[src/rtl/breath_ctrl.sv]
// Breathing-LED envelope sequencer: ramp/hold envelope into a PWM
// comparator, handed round-robin to the enabled LED channels.
module breath_ctrl #(
    parameter int CH           = 4,
    parameter int DUTY_W       = 8,
    parameter int STEP         = 16,
    parameter int HOLD_PERIODS = 2
) (
    input  logic                  clk,
    input  logic                  rst,
    input  logic                  en,
    input  logic [CH-1:0]         ch_en,
    output logic [CH-1:0]         led,
    output logic [DUTY_W-1:0]     duty,
    output logic [$clog2(CH)-1:0] ch_sel,
    output logic [2:0]            state,
    output logic                  cycle_done
);

    localparam int SW = $clog2(CH);
    localparam int HW = $clog2(HOLD_PERIODS + 1);
    localparam logic [DUTY_W-1:0] DMAX = {DUTY_W{1'b1}};
    localparam logic [DUTY_W:0]   STEP_W = (DUTY_W+1)'(STEP);
    localparam logic [HW-1:0]     HOLD_LAST = HW'(HOLD_PERIODS - 1);

    typedef enum logic [2:0] {
        IDLE    = 3'd0,
        RAMP_UP = 3'd1,
        HOLD_HI = 3'd2,
        RAMP_DN = 3'd3,
        HOLD_LO = 3'd4
    } st_t;

    st_t             st;
    logic [DUTY_W-1:0] pwm_cnt;
    logic [HW-1:0]   hold_cnt;
    logic            tick;
    logic [DUTY_W:0] up_sum;
    logic [CH-1:0]   led_nxt;
    logic [SW-1:0]   lo_ch;
    logic [SW-1:0]   rr_ch;
    logic [SW-1:0]   rr_k;
    logic            rr_hit;

    assign state   = st;
    assign tick    = (pwm_cnt == DMAX) && (st != IDLE);
    assign up_sum  = {1'b0, duty} + STEP_W;
    assign led_nxt = CH'(pwm_cnt < duty) << ch_sel;

    always_comb begin
        lo_ch = '0;
        for (int i = CH - 1; i >= 0; i--) begin
            if (ch_en[i]) lo_ch = SW'(i);
        end
    end

    // Walk from ch_sel+1 round to ch_sel; nearer candidates overwrite farther.
    always_comb begin
        rr_ch  = ch_sel;
        rr_hit = 1'b0;
        rr_k   = '0;
        for (int i = CH; i >= 1; i--) begin
            rr_k = SW'((int'(ch_sel) + i) % CH);
            if (ch_en[rr_k]) begin
                rr_ch  = rr_k;
                rr_hit = 1'b1;
            end
        end
    end

    always_ff @(posedge clk or negedge rst) begin
        if (!rst) begin
            st         <= IDLE;
            duty       <= '0;
            pwm_cnt    <= '0;
            hold_cnt   <= '0;
            ch_sel     <= '0;
            led        <= '0;
            cycle_done <= 1'b0;
        end else if (!en) begin
            st         <= IDLE;
            duty       <= '0;
            pwm_cnt    <= '0;
            hold_cnt   <= '0;
            led        <= '0;
            cycle_done <= 1'b0;
        end else begin
            cycle_done <= 1'b0;
            led        <= led_nxt;
            pwm_cnt    <= (st == IDLE) ? '0 : pwm_cnt + 1'b1;
            unique case (st)
                IDLE: begin
                    if (|ch_en) begin
                        ch_sel <= lo_ch;
                        duty   <= '0;
                        st     <= RAMP_UP;
                    end
                end
                RAMP_UP: begin
                    if (tick) begin
                        if (up_sum >= {1'b0, DMAX}) begin
                            duty     <= DMAX;
                            hold_cnt <= '0;
                            st       <= HOLD_HI;
                        end else begin
                            duty <= up_sum[DUTY_W-1:0];
                        end
                    end
                end
                HOLD_HI: begin
                    if (tick) begin
                        if (hold_cnt == HOLD_LAST) st <= RAMP_DN;
                        else hold_cnt <= hold_cnt + 1'b1;
                    end
                end
                RAMP_DN: begin
                    if (tick) begin
                        if ({1'b0, duty} <= STEP_W) begin
                            duty     <= '0;
                            hold_cnt <= '0;
                            st       <= HOLD_LO;
                        end else begin
                            duty <= duty - STEP_W[DUTY_W-1:0];
                        end
                    end
                end
                HOLD_LO: begin
                    if (tick) begin
                        if (hold_cnt == HOLD_LAST) begin
                            cycle_done <= 1'b1;
                            duty       <= '0;
                            if (rr_hit) begin
                                ch_sel <= rr_ch;
                                st     <= RAMP_UP;
                            end else begin
                                st <= IDLE;
                            end
                        end else begin
                            hold_cnt <= hold_cnt + 1'b1;
                        end
                    end
                end
                default: st <= IDLE;
            endcase
        end
    end

endmodule

[config.mk]
export PLATFORM = sky130hd
export DESIGN_NAME = breath_ctrl
export DESIGN_NICKNAME = d
export VERILOG_FILES = /design/src/rtl/breath_ctrl.sv
export SDC_FILE = /design/constraint.sdc
export NUM_CORES = 1
export LEC_CHECK = 0
export ABC_AREA = 1
export CORE_MARGIN = 3
export CORE_UTILIZATION = 55
export DETAILED_ROUTE_END_ITERATION = 16
export PLACE_DENSITY_LB_ADDON = 0.25
export REMOVE_ABC_BUFFERS = 1
export SETUP_SLACK_MARGIN = 0.15
export SLEW_MARGIN = 20
export SYNTH_ARGS = -nofsm -noshare
export SYNTH_HDL_FRONTEND = slang
export SYNTH_SLANG_ARGS = --single-unit
[constraint.sdc]
create_clock -name clk -period 4.9 [get_ports clk]
set_input_delay 0.49 -clock clk [delete_from_list [all_inputs] [get_ports clk]]
set_output_delay 0.49 -clock clk [all_outputs]
set_load 0.005 [all_outputs]
==> results.cfg, run 1 <==
[power_and_ir_drop]
leakage_nw = 1.16
ir_drop_mv = 0.225
p_per_area_nw_per_um2 = 376

[synth]
ys_seq_area_frac = 0.314
avgSynthCellArea_um2 = 6.87
ys_ff_latch = 25
synth_area_um2 = 1990
yosysUniqueCellTypes = 29
netlist_instances = 290
ys.warnings.count = 0

[flow_run]
max-cap-violations = 0

[floorplanning]
rows = 21
die_area_um2 = 4380
die_h_um = 66.2
fp.coreArea_um2 = 3420
die_w_um = 66.2
floorplan.initialDensity = 0.584
io_pins = 25

[routing]
firstDrtPassIters = 5
drt-vias-per-instance = 5.26
drt_iter0_drc = 104
drt-total-wl_um = 4180
post-route-drc-count = 0
avgRoutedWirePerCell_um = 11.7
ant_nets = 0
vias = 1882

[placed_design]
port_buffers = 24
place_ws_ns = 2.61
globalplace.congestion = 0.877
placed_area_um2 = 2250
hpwl_um = 3340
placed_cells = 354

[clocking]
cts.sinks = 25
h-tree-depth = 1
cts_root_buf = clkbuf_4
cts_inserted_buffers = 3
cts_resized = 0
cts_tree = done
cts_setup_buffers = 0
cts.clk_slew.worst_paths_ns = 0.14
clk_latency_ns = 0.32
cts_buffer_depth = 2
cts_hold_buf = 0

[grt]
grt_overflow = 0
grt_usage = 0.211
antenna_found_initial = 0
grt_pass1_wl_um = 7360
grt_pass1_vias = 1667
grt_max_degree = 26

[setup_path]
critical_path_required_ns = 4.41
path_class = flop to output pin
critPathSlowestCell = dfrtp_1
max_stage_delay_ns = 0.58
critical_path.cell_chain = clkdlybuf4s50_1
crit_path_start_kind = flop
critPathMaxFanout = 13
worstPathArrival_ns = 1.46
endpoint_kind = output pin
path_delay_family = flip-flops
path_buf_inv = 1

[cells_and_area]
fill_cells = 315
final_cells = 358
fin_area_um2 = 2270
drive_above_1_share = 0.0994
final_util = 0.665
multiInputGateArea_um2 = 1180
final_nets = 333
diodes = 0
synthToLayoutAreaGrowth_pct = 14.0
seqCellArea_um2 = 626

[sta]
finalHoldViolations = 0
fin_ws_ns = 2.95
relSlewSlack = 0.636
period_share = 0.399
worst_clock_skew_ns = 0.00551
clock.fmax_mhz = 512
period_needed_ns = 1.95
setup_viol = 0
tightestPinTransition_ns = 0.546
rsz0062_at_grt = no
setup_tns_ns = 0
slew_violations = 0

[worst_hold_path]
hp-class = primary input to asynchronous set/reset pin

[status]
status = finished clean
-- final timing paths --
| check | start | depth (start not counted) | endpoint | slack (ns) |
|---|---|---|---|---|
| worst max-delay path | ch_sel[0]$_DFFE_PN0P_ | 1 | ch_sel[0] | 2.95 |
| worst min-delay path | rst | 1 | pwm_cnt[2]$_DFF_PN0_ | 0.13 |
| worst max register to register | duty[4]$_DFFE_PN0P_ | 11 | hold_cnt[1]$_DFFE_PN0P_ | 2.97 |
| worst min register to register | pwm_cnt[0]$_DFF_PN0_ | 1 | pwm_cnt[0]$_DFF_PN0_ | 0.50 |
| max in group asynchronous | rst | 1 | hold_cnt[0]$_DFFE_PN0P_ | 4.41 |
| min in group clk | pwm_cnt[0]$_DFF_PN0_ | 1 | pwm_cnt[0]$_DFF_PN0_ | 0.50 |
-- placed cells by master, fill, tap and decap left out --
cell type         n
clkbuf_1          1
nand2_1          79
nor2_8            1
o21bai_1          3
o21a_1            1
ha_1             13
clkdlybuf4s50_1  23
nor3_4            1
nand4_1           6
dfrtp_1          25
o21ai_0          12
o21ai_1           1
buf_2             1
nor2_4            2
nor3b_1           3
nor2_1           33
clkbuf_4          3
inv_1            30
nand3b_1          1
xor2_1            2
a21oi_1          12
nand3_1          27
a31oi_1           1
inv_2             9
nor3_1            7
nor2_2            5
o21ai_2           1
nand3b_4          1
o211ai_1          1
nand2_2           4
nand3_2           3
-- sequential cells by signal, summed over array words and instances (netlist names) --
name and count:
state 3, hold_cnt 2, ch_sel 2, led 4, pwm_cnt 8, cycle_done 1
duty 5
-- metal layers --
layer	GRT usage	wire length [um]	vias up	share of wire
li1	-	-	978	-
met1	0.300	2040	851	0.49
met2	0.335	1900	45	0.46
met3	0.0255	175	8	0.042
met4	0.0609	60	0	0.014
met5	0	0	-	0
-- cells by family after synthesis --
group / share of synthesized area
and+or+nand+nor: 0.413
xor gates and xnor gates: 0.00879
adders and majority gates: 0.0816
AOI/OAI and AO/OA: 0.0891
buffers and inverters: 0.0935
DFF: 0.314
-- synthesized netlist by cell type, drive strengths merged --
cell type,instances,share of area
nand2,83,0.16
a31oi,1,0.0031
nor3,8,0.026
a21oi,12,0.030
dfrtp,25,0.31
nor2,41,0.099
ha,13,0.082
o21a,1,0.0038
o21bai,3,0.011
nand3b,2,0.014
nand4,6,0.019
o211ai,1,0.0038
o21ai,14,0.037
buf,6,0.020
xor2,2,0.0088
nand3,30,0.083
inv,39,0.073
nor3b,3,0.011
-- layout make-up --
cell class	instances	area share
Multi-Input combinational cell	220	0.520
Clock buffer	4	0.0116
Sequential cell	25	0.275
Tap cell	46	0.0253
Timing Repair Buffer	24	0.104
Inverter	39	0.0644
-- stage by stage --
step,hold slack (ns),total power [mW]
final,0.129,0.855
after global routing,0.171,0.945
after CTS,0.154,0.855
after detailed placement,0.469,0.760
after global placement,0.465,0.758
after floorplan,0.194,0.624
-- power by group --
| part | internal (mW) | switching (mW) | total (mW) |
|---|---|---|---|
| registers | 0.240 | 0.0511 | 0.291 |
| logic | 0.185 | 0.283 | 0.469 |
| clock network | 0.0318 | 0.0629 | 0.0947 |
-- worst register-to-register path: stages (launching register included) --
cell and delay (ns):
dfrtp_1 0.52, inv_1 0.16, ha_1 0.36, a21oi_1 0.17, nor2_1 0.07, nand2_1 0.08, nand3_2 0.13, nand2_1 0.09
inv_1 0.07, nand3b_1 0.11, nand2_1 0.06, nand2_1 0.06
Power figures use the tool's default switching activity.
==> inputs of run 2 (changes only) <==
--- a/config.mk
+++ b/config.mk
@@ -7,7 +7,7 @@
 export LEC_CHECK = 0
 export ABC_AREA = 1
 export CORE_MARGIN = 3
-export CORE_UTILIZATION = 55
+export CORE_UTILIZATION = 50
 export DETAILED_ROUTE_END_ITERATION = 16
 export PLACE_DENSITY_LB_ADDON = 0.25
 export REMOVE_ABC_BUFFERS = 1
==> constraint.sdc (replaced) <==
create_clock -name clk -period 1.6 [get_ports clk]
set_input_delay 0.16 -clock clk [delete_from_list [all_inputs] [get_ports clk]]
set_output_delay 0.16 -clock clk [all_outputs]
set_load 0.005 [all_outputs]
==> run 2 against run 1 <==
  * The run now ends with setup timing left
  * Cell count rose by 16%
  * Clock power rose to 4.2 times the previous value
  * Via count rose by 18%
  * Power rose to 4.1 times the previous value
  * Setup slack got worse by 3.0 ns
  * Count of clock-buffer cells in the layout fell by 1
  * Largest cell class unchanged
==> results.cfg, run 2 (synthesis gave the netlist of run 1 again) <==
[status]
status = complete, but fails checks
violations = setup timing

[sta]
fin_ws_ns = -0.104
clock.fmax_mhz = 587
hold_ws_ns = 0.251
rsz0062_at_grt = yes
finalHoldViolations = 0
setup_viol = 14
relSlewSlack = 0.777
slew_violations = 0
period_needed_ns = 1.70
period_share = 1.07
worst_clock_skew_ns = 0.00204
tightestPinTransition_ns = 0.335

[placed_design]
port_buffers = 24
place_ws_ns = -0.127
hpwl_um = 3960
globalplace.congestion = 0.956

[clocking]
cts_tree = done
clk_latency_ns = 0.27
cts.sinks = 25
cts_inserted_buffers = 3
cts_root_buf = clkbuf_8
cts.clk_slew.worst_paths_ns = 0.10
h-tree-depth = 1
cts_buffer_depth = 2

[floorplanning]
fp.coreArea_um2 = 3740
die_w_um = 69.1
io_pins = 25
rows = 22
die_h_um = 69.1
die_area_um2 = 4780
floorplan.initialDensity = 0.532

[cells_and_area]
final_nets = 388
synthToLayoutAreaGrowth_pct = 48.9
top_regs = pwm_cnt: 8 flops, duty: 5 flops, led: 4 flops
largest_register_ffs = 8
drive_above_1_share = 0.332
diodes = 0
layout_commonest_cell = nand2_1
final_cell_mix = nand2_1, buf_4, nor2_1
largest_register = pwm_cnt

[routing]
firstDrtPassIters = 5
drt-vias-per-instance = 5.34
drt_iter0_drc = 165
drt-total-wl_um = 5760
vias = 2217
ant_nets = 0
avgRoutedWirePerCell_um = 13.9
post-route-drc-count = 0

[setup_path]
worstPathArrival_ns = 1.88
max_stage_delay_ns = 0.48
crit_top_cell = nand2_1
critPathMaxFanout = 4
cp-startpoint = duty[4]$_DFFE_PN0P_
rrSetupSlack_ns = -0.10
critPathSlowestCell = dfrtp_2
crit_path_start_kind = flop
critical_path_required_ns = 1.77
endpoint_kind = flop
r2r-start = duty[4]$_DFFE_PN0P_
path_class = flop to flop
critical_path.cell_chain = inv_4, ha_4, a21oi_2, nor2_1, nand2_1, nand2_1, nor2_1, o21ai_2, nand3_1, nand2_1

[power_and_ir_drop]
p_total_mw = 3.55
p_int_mw = 1.97
p_switching_mw = 1.58
switching_share = 0.445
ir_drop_mv = 0.738
power_frac_clock = 0.113
power_frac_seq = 0.247
comb_power_share = 0.640
leakage_nw = 1.59
p_per_area_nw_per_um2 = 1190

[grt]
grt_overflow = 0
grt_pass1_vias = 2113
grt_pass1_wl_um = 9450
antenna_found_initial = 0
grt_usage = 0.236
grt_max_degree = 26

[worst_hold_path]
hp-class = primary input to asynchronous set/reset pin

[flow_run]
max-cap-violations = 0
run 2: changes by cell type in the layout (fill, tap and decap cells not counted), moves of 5 or more:
cell	change
nand3_1	-5
ha_4	+5
buf_4	+45
nand2_1	-7
buf_6	+9
nand2_2	+5
clkdlybuf4s50_1	-7
a21oi_1	-5
ha_1	-6
dlymetal6s2s_1	+6
run 2: path summary, 6_finish.rpt:
kind,endpoint,depth (start not counted)
setup / recovery,duty[5]$_DFFE_PN0P_,10
hold / removal,pwm_cnt[3]$_DFF_PN0_,2
setup reg to reg,duty[5]$_DFFE_PN0P_,10
hold reg to reg,hold_cnt[1]$_DFFE_PN0P_,2
max in group asynchronous,duty[4]$_DFFE_PN0P_,2
min in group clk,hold_cnt[1]$_DFFE_PN0P_,2
run 2: metrics by stage:
stage                     setup TNS (ns)  instance area [um^2]  utilization  cells
after floorplan                  -0.0545                  1950            -    284
after global placement            -0.695                  2540        0.679    393
after detailed placement           -1.23                  2540        0.679    393
after CTS                        -0.0584                  2810        0.750    408
after global routing               -2.74                  2970        0.793    415
final                             -0.873                  2970        0.793    415
run 2: power by group through the flow:
stage / clock [mW] / combinational, mW / sequential (mW)
final: 0.401 / 2.27 / 0.878
after global routing: 0.435 / 2.50 / 0.896
after CTS: 0.407 / 1.98 / 0.885
after detailed placement: 0 / 1.74 / 0.885
after global placement: 0 / 1.70 / 0.877
after floorplan: 0 / 1.03 / 0.877
run 2: layout make-up:
class | instances | area, um^2
multi-input combinational | 220 | 1370
fill | 262 | 776
timing repair buffer | 79 | 712
sequential | 25 | 629
inverter | 39 | 151
tap | 48 | 60.1
clock buffer | 3 | 41.3
clock inverter | 1 | 7.51
run 2: routing by layer:
layer / track usage / part of all wire / up-vias
li1: - / - / 1092
met3: 0.0233 / 0.045 / 12
met4: 0.0586 / 0.014 / 0
met2: 0.409 / 0.51 / 73
met5: 0 / 0 / -
met1: 0.315 / 0.43 / 1040
run 2: critical path: cells and delay by family, from the launching register on:
| family | cells | cell delay, ns |
|---|---|---|
| AO/OA/AOI/OAI | 2 | 0.24 |
| adder cells (fa/ha/maj) | 1 | 0.21 |
| buffers and inverters | 1 | 0.10 |
| flip-flops | 1 | 0.48 |
| AND/OR/NAND/NOR | 6 | 0.56 |
run 2: what timing repair did:
action | in CTS | in global routing
endpoints found under the setup margin | 24 | 34
hold buffers | 0 | 0
endpoints found under the hold margin | 0 | 0
gates resized for setup | 40 | 31
pin swaps | 15 | 15
setup buffers | 11 | 7
